<file path="config.mk">
export PLATFORM = sky130hd
export DESIGN_NAME = fifo_wr_arbiter
export DESIGN_NICKNAME = d
export VERILOG_FILES = /design/src/rtl/fifo_wr_arbiter.sv
export SDC_FILE = /design/constraint.sdc
export NUM_CORES = 1
export LEC_CHECK = 0
export ABC_AREA = 1
export CAP_MARGIN = 20
export CORE_MARGIN = 5
export CORE_UTILIZATION = 42
export CTS_BUF_LIST = sky130_fd_sc_hd__clkbuf_8 sky130_fd_sc_hd__clkbuf_16
export CTS_CLUSTER_SIZE = 14
export DETAILED_ROUTE_END_ITERATION = 7
export PLACE_DENSITY = 0.78
export SLEW_MARGIN = 10
export SYNTH_ARGS = -nofsm -noshare
export SYNTH_HDL_FRONTEND = slang
export SYNTH_SLANG_ARGS = --single-unit
</file>
<file path="constraint.sdc">
create_clock -name clk_i -period 2.2 [get_ports clk_i]
set_clock_uncertainty 0.2 [all_clocks]
set_input_delay 0.44 -clock clk_i [delete_from_list [all_inputs] [get_ports clk_i]]
set_output_delay 0.44 -clock clk_i [all_outputs]
set_load 0.005 [all_outputs]
</file>
<file path="src/rtl/fifo_wr_arbiter.sv">
// Round-robin sequencer sharing the async FIFO write port among NUM_REQ frame sources.
// Each grant writes a whole 1- or 2-byte frame, low byte first, then pulses the source's ack.
module fifo_wr_arbiter #(
    parameter int NUM_REQ    = 2,
    parameter int DATA_WIDTH = 8,
    parameter int ID_WIDTH   = 3
) (
    input  logic                            clk_i,
    input  logic                            rst_n_i,
    input  logic [NUM_REQ-1:0]              req_i,
    input  logic [NUM_REQ*2*DATA_WIDTH-1:0] req_data_i,
    input  logic [NUM_REQ-1:0]              req_len_i,
    output logic [NUM_REQ-1:0]              req_ack_o,
    input  logic                            fifo_full_i,
    output logic                            fifo_w_inc_o,
    output logic [DATA_WIDTH-1:0]           fifo_wr_data_o,
    output logic                            busy_o,
    output logic [ID_WIDTH-1:0]             grant_id_o
);

    localparam int FW = 2 * DATA_WIDTH;
    localparam logic [ID_WIDTH-1:0] LAST_ID = ID_WIDTH'(NUM_REQ - 1);

    typedef enum logic [1:0] {
        IDLE    = 2'd0,
        SEND_LO = 2'd1,
        SEND_HI = 2'd2,
        ACK     = 2'd3
    } state_t;

    state_t                state_q, state_d;
    logic [FW-1:0]         frame_q, frame_d;
    logic                  len_q, len_d;
    logic [ID_WIDTH-1:0]   grant_q, grant_d;
    logic [ID_WIDTH-1:0]   last_q, last_d;
    logic [NUM_REQ-1:0]    ack_q, ack_d;
    logic [DATA_WIDTH-1:0] wr_data_q, wr_data_d;
    logic                  busy_q, busy_d;

    logic                  found_hi_s;
    logic [ID_WIDTH-1:0]   id_hi_s, id_lo_s, pick_id_s;
    logic [FW-1:0]         pick_frame_s;
    logic                  pick_len_s;

    // Round-robin pick: lowest requester above last_grant, else lowest requester overall.
    always_comb begin
        found_hi_s = 1'b0;
        id_hi_s    = '0;
        id_lo_s    = '0;
        for (int i = NUM_REQ - 1; i >= 0; i--) begin
            id_hi_s    = (req_i[i] && (ID_WIDTH'(i) > last_q)) ? ID_WIDTH'(i) : id_hi_s;
            found_hi_s = found_hi_s | (req_i[i] && (ID_WIDTH'(i) > last_q));
            id_lo_s    = req_i[i] ? ID_WIDTH'(i) : id_lo_s;
        end
        pick_id_s = found_hi_s ? id_hi_s : id_lo_s;
    end

    // Select the picked source's frame and length.
    always_comb begin
        pick_frame_s = '0;
        pick_len_s   = 1'b0;
        for (int i = 0; i < NUM_REQ; i++) begin
            pick_frame_s = (ID_WIDTH'(i) == pick_id_s) ? req_data_i[i*FW +: FW] : pick_frame_s;
            pick_len_s   = (ID_WIDTH'(i) == pick_id_s) ? req_len_i[i] : pick_len_s;
        end
    end

    // Next-state logic; frame, length and grant are captured only at grant time.
    always_comb begin
        state_d = state_q;
        frame_d = frame_q;
        len_d   = len_q;
        grant_d = grant_q;
        last_d  = last_q;
        case (state_q)
            IDLE: begin
                if (|req_i) begin
                    state_d = SEND_LO;
                    frame_d = pick_frame_s;
                    len_d   = pick_len_s;
                    grant_d = pick_id_s;
                    last_d  = pick_id_s;
                end else begin
                    state_d = IDLE;
                end
            end
            SEND_LO: begin
                if (!fifo_full_i) begin
                    state_d = len_q ? SEND_HI : ACK;
                end else begin
                    state_d = SEND_LO;
                end
            end
            SEND_HI: begin
                if (!fifo_full_i) begin
                    state_d = ACK;
                end else begin
                    state_d = SEND_HI;
                end
            end
            ACK:     state_d = IDLE;
            default: state_d = IDLE;
        endcase
    end

    // Output register inputs derived from the upcoming state so outputs track the state exactly.
    always_comb begin
        ack_d     = '0;
        busy_d    = (state_d != IDLE);
        wr_data_d = wr_data_q;
        case (state_d)
            SEND_LO: wr_data_d = frame_d[DATA_WIDTH-1:0];
            SEND_HI: wr_data_d = frame_d[FW-1:DATA_WIDTH];
            ACK:     ack_d     = {{(NUM_REQ-1){1'b0}}, 1'b1} << grant_d;
            default: wr_data_d = wr_data_q;
        endcase
    end

    // State and output registers with synchronous active-low reset.
    always_ff @(posedge clk_i) begin
        if (!rst_n_i) begin
            state_q   <= IDLE;
            frame_q   <= '0;
            len_q     <= 1'b0;
            grant_q   <= '0;
            last_q    <= LAST_ID;
            ack_q     <= '0;
            wr_data_q <= '0;
            busy_q    <= 1'b0;
        end else begin
            state_q   <= state_d;
            frame_q   <= frame_d;
            len_q     <= len_d;
            grant_q   <= grant_d;
            last_q    <= last_d;
            ack_q     <= ack_d;
            wr_data_q <= wr_data_d;
            busy_q    <= busy_d;
        end
    end

    // The strobe must react to FULL in the same cycle, so it stays combinational.
    assign fifo_w_inc_o   = rst_n_i & ((state_q == SEND_LO) | (state_q == SEND_HI)) & ~fifo_full_i;
    assign fifo_wr_data_o = wr_data_q;
    assign req_ack_o      = ack_q;
    assign busy_o         = busy_q;
    assign grant_id_o     = grant_q;

endmodule
</file>
==> results.sh <==
export IMPL_detail_route_drc_violations=0
export IMPL_cts_made_buffers=5
export IMPL_grt_antenna_before_repair=0
export IMPL_vdd_ir_drop_max_mv=0.451
export IMPL_power_leakage_nw=1.23
export IMPL_gpl_final_weighted_congestion=0.863
export IMPL_detailedRoute_firstPassIterationCount=4
export IMPL_postRouteWirelength_mm=4.56
export IMPL_fin_crit_sh_pct=93.0
export IMPL_pwr_density_cell_nw_per_um2=754
export IMPL_cts_reportedPaths_clkPinSlew_ps=80
export IMPL_outcome="complete, no violations"
export IMPL_yosys_cell_types_count=21
export IMPL_rows=23
export IMPL_cts_htree_levels=2
export IMPL_report_final_hold_viol_count=0
export IMPL_detailed_place_area_um2=2440
export IMPL_power_switching_share_pct=30.6
export IMPL_cts_setup_buffers=0
export IMPL_grt_max_degree=29
export IMPL_grt_util_all_layers_pct=17.6
export IMPL_globalRoute_totalOverflow=0
export IMPL_finalWorstPathRequiredPeriod_ps=2050
export IMPL_dr_first_iter_drc_count=88
export IMPL_setup_viol_count_final=0
export IMPL_commonest_non_fill_non_tap_cell_in_the_layout="sky130_fd_sc_hd__nand3_1"
export IMPL_ios=54
export IMPL_maxClockFrequency_ghz=0.489
export IMPL_ys_seq_area_share_pct=38.1
export IMPL_critPathLaunchType="primary input"
export IMPL_cts_root_buf="sky130_fd_sc_hd__clkbuf_8"
export IMPL_clkPwrFrac_pct=29.8
export IMPL_cellInternalPower_mw=1.35
export IMPL_port_buffers=53
export IMPL_ys_ff_latch=34
export IMPL_path_cells="clkdlybuf4s50_1 -> nor2_4 -> a22oi_2 -> inv_2 -> ha_1 -> inv_1 -> buf_4 -> nand3_1 -> nand3_1 -> nand2_1 -> inv_1"
export IMPL_mappedNetlistArea_um2=1790
export IMPL_max_cap_violations=0
export IMPL_critical_path_n_buffers_inverters=5
export IMPL_seq_power_share_pct=37.9
export IMPL_postSynthCellCount=263
export IMPL_stdcell_area_um2=2570
export IMPL_mostFrequentLayoutCells="sky130_fd_sc_hd__nand3_1, sky130_fd_sc_hd__nand2_1, sky130_fd_sc_hd__clkdlybuf4s50_1"
export IMPL_die_area_um2=5660
export IMPL_combinationalPowerShare_pct=32.3
export IMPL_sort_of_element_at_the_end_of_the_critical_path="flip-flop"
export IMPL_holdBufCountCts=0
export IMPL_cts_num_sinks=34
export IMPL_wire_per_inst_um=12.1
export IMPL_area_grow_syn2layout_pct=44.1
export IMPL_drive_above_1_share_pct=13.4
export IMPL_worst_path_largest_cell_delay_ps=520
export IMPL_maxSlewHeadroom_pct=83.0
export IMPL_clock_tree_buffer_depth=2
export IMPL_post_layout_net_count=373
export IMPL_route_vias_total=1818
export IMPL_final_instance_count_excl_fill=378
export IMPL_grt_pass1_wl_mm=7.48
export IMPL_yosysWarningCount=0
export IMPL_timing_hold_worst_class="flip-flop to flip-flop"
export IMPL_initial_core_util_pct=44.0
export IMPL_postRouteAntennaNets=0
export IMPL_first_global_vias=1686
export IMPL_p_sw_mw=0.594
export IMPL_synthesis_nets=309
export IMPL_via_per_inst=4.81
export IMPL_placed_cells_incl_taps=370
export IMPL_clock_tree_from_tritoncts="built"
export IMPL_fp_dieH_um=75.2
export IMPL_antenna_diode_count=0
export IMPL_setup_total_negative_slack_ps=0
export IMPL_insertion_delay_ps=290
export IMPL_die_x_um=75.2
export IMPL_core_area_um2=4060
export IMPL_timing_final_max_slew_violations=0
export IMPL_critical_path_required_ps=2240
export IMPL_setup_worst_path_class="primary input to flip-flop"
export IMPL_place_detailed_hpwl_mm=3.47
export IMPL_postSynthAreaPerCell_um2=6.79
export IMPL_worst_path_max_fanout=4
export IMPL_worstPathArrival_ps=2090
export IMPL_crit_path_top_delay_cell="sky130_fd_sc_hd__clkdlybuf4s50_1"
export IMPL_cpLargestDelayFamily="buffers and inverters"
export IMPL_tightestPinTransition_ps=252
export IMPL_hold_slack_ps=263
state kept, by name, summed over array words and instances (netlist names):
signal	count
fifo_wr_data_o	8
req_ack_o	2
grant_id_o	3
len_q	1
last_q	1
busy_o	1
frame_q	16
state_q	2
cell type report:
class | instances | area (um^2)
fillers | 371 | 1480
multi-input cells | 182 | 907
flip-flops and latches | 34 | 682
repair buffers | 70 | 682
inverters | 34 | 128
clock buffers | 5 | 68.8
well taps | 50 | 62.6
clock inverters | 3 | 45.0
tightest hold or removal path, delay by kind of cell (launching register included):
family	cells	cell delay, ps
flops	1	310
simple gates	2	110
power by group through the flow:
stage / combinational (mW) / sequential (mW) / clock, mW
4_1_cts: 0.617 / 0.736 / 0.583
2_1_floorplan: 0.360 / 0.745 / 0
3_3_place_gp: 0.598 / 0.748 / 0
3_5_place_dp: 0.612 / 0.748 / 0
6_report: 0.628 / 0.735 / 0.579
5_1_grt: 0.706 / 0.743 / 0.608
path summary, 6_finish.rpt:
check,end,startpoint,slack (ps),depth (start not counted)
worst min register to register,grant_id_o[2],grant_id_o[2],260,2
worst max register to register,fifo_wr_data_o[6],state_q[0],230,12
worst max-delay path,fifo_wr_data_o[6],req_i[0],150,11
worst min-delay path,grant_id_o[2],grant_id_o[2],260,2
per-layer routing:
layer | track usage [%] | wire (um)
met5 | 0 | 0
met3 | 5.21 | 318
met2 | 29.8 | 2180
met4 | 7.38 | 134
met1 | 20.6 | 1930
repair_timing:
item / CTS / global route
pin swaps: 0 / 1
setup endpoints to repair: 9 / 8
resized for setup: 3 / 3
cell usage after synthesis, drive strengths merged:
cell	count	area, um^2
clkbuf	5	18.8
dfxtp	34	681
a21oi	3	18.8
nand2	65	274
nand3	58	290
buf	8	70.1
nand4	1	6.26
inv	34	128
a31oi	1	6.26
ha	7	87.6
o21ai	2	10.0
a22oi	1	7.51
nor2	44	189
kinds of logic after synthesis:
kind of cell | count (synthesis) | share of synthesized area, %
AND/OR/NAND/NOR | 168 | 42.5
flip-flops | 34 | 38.1
adder cells (fa/ha/maj) | 7 | 4.90
buffers and inverters | 47 | 12.1
AO/OA/AOI/OAI | 7 | 2.38
metrics by stage:
| step | setup WS, ps | total power [mW] | util (%) |
|---|---|---|---|
| 6_report | 153 | 1.94 | 63.5 |
| 5_1_grt | -8.29 | 2.06 | 63.5 |
| 4_1_cts | 47.6 | 1.94 | 63.1 |
| 3_5_place_dp | -386 | 1.36 | 60.2 |
| 3_3_place_gp | -332 | 1.35 | 60.2 |
| 2_1_floorplan | 22.3 | 1.10 | - |
(Power assumes the default switching activity.)
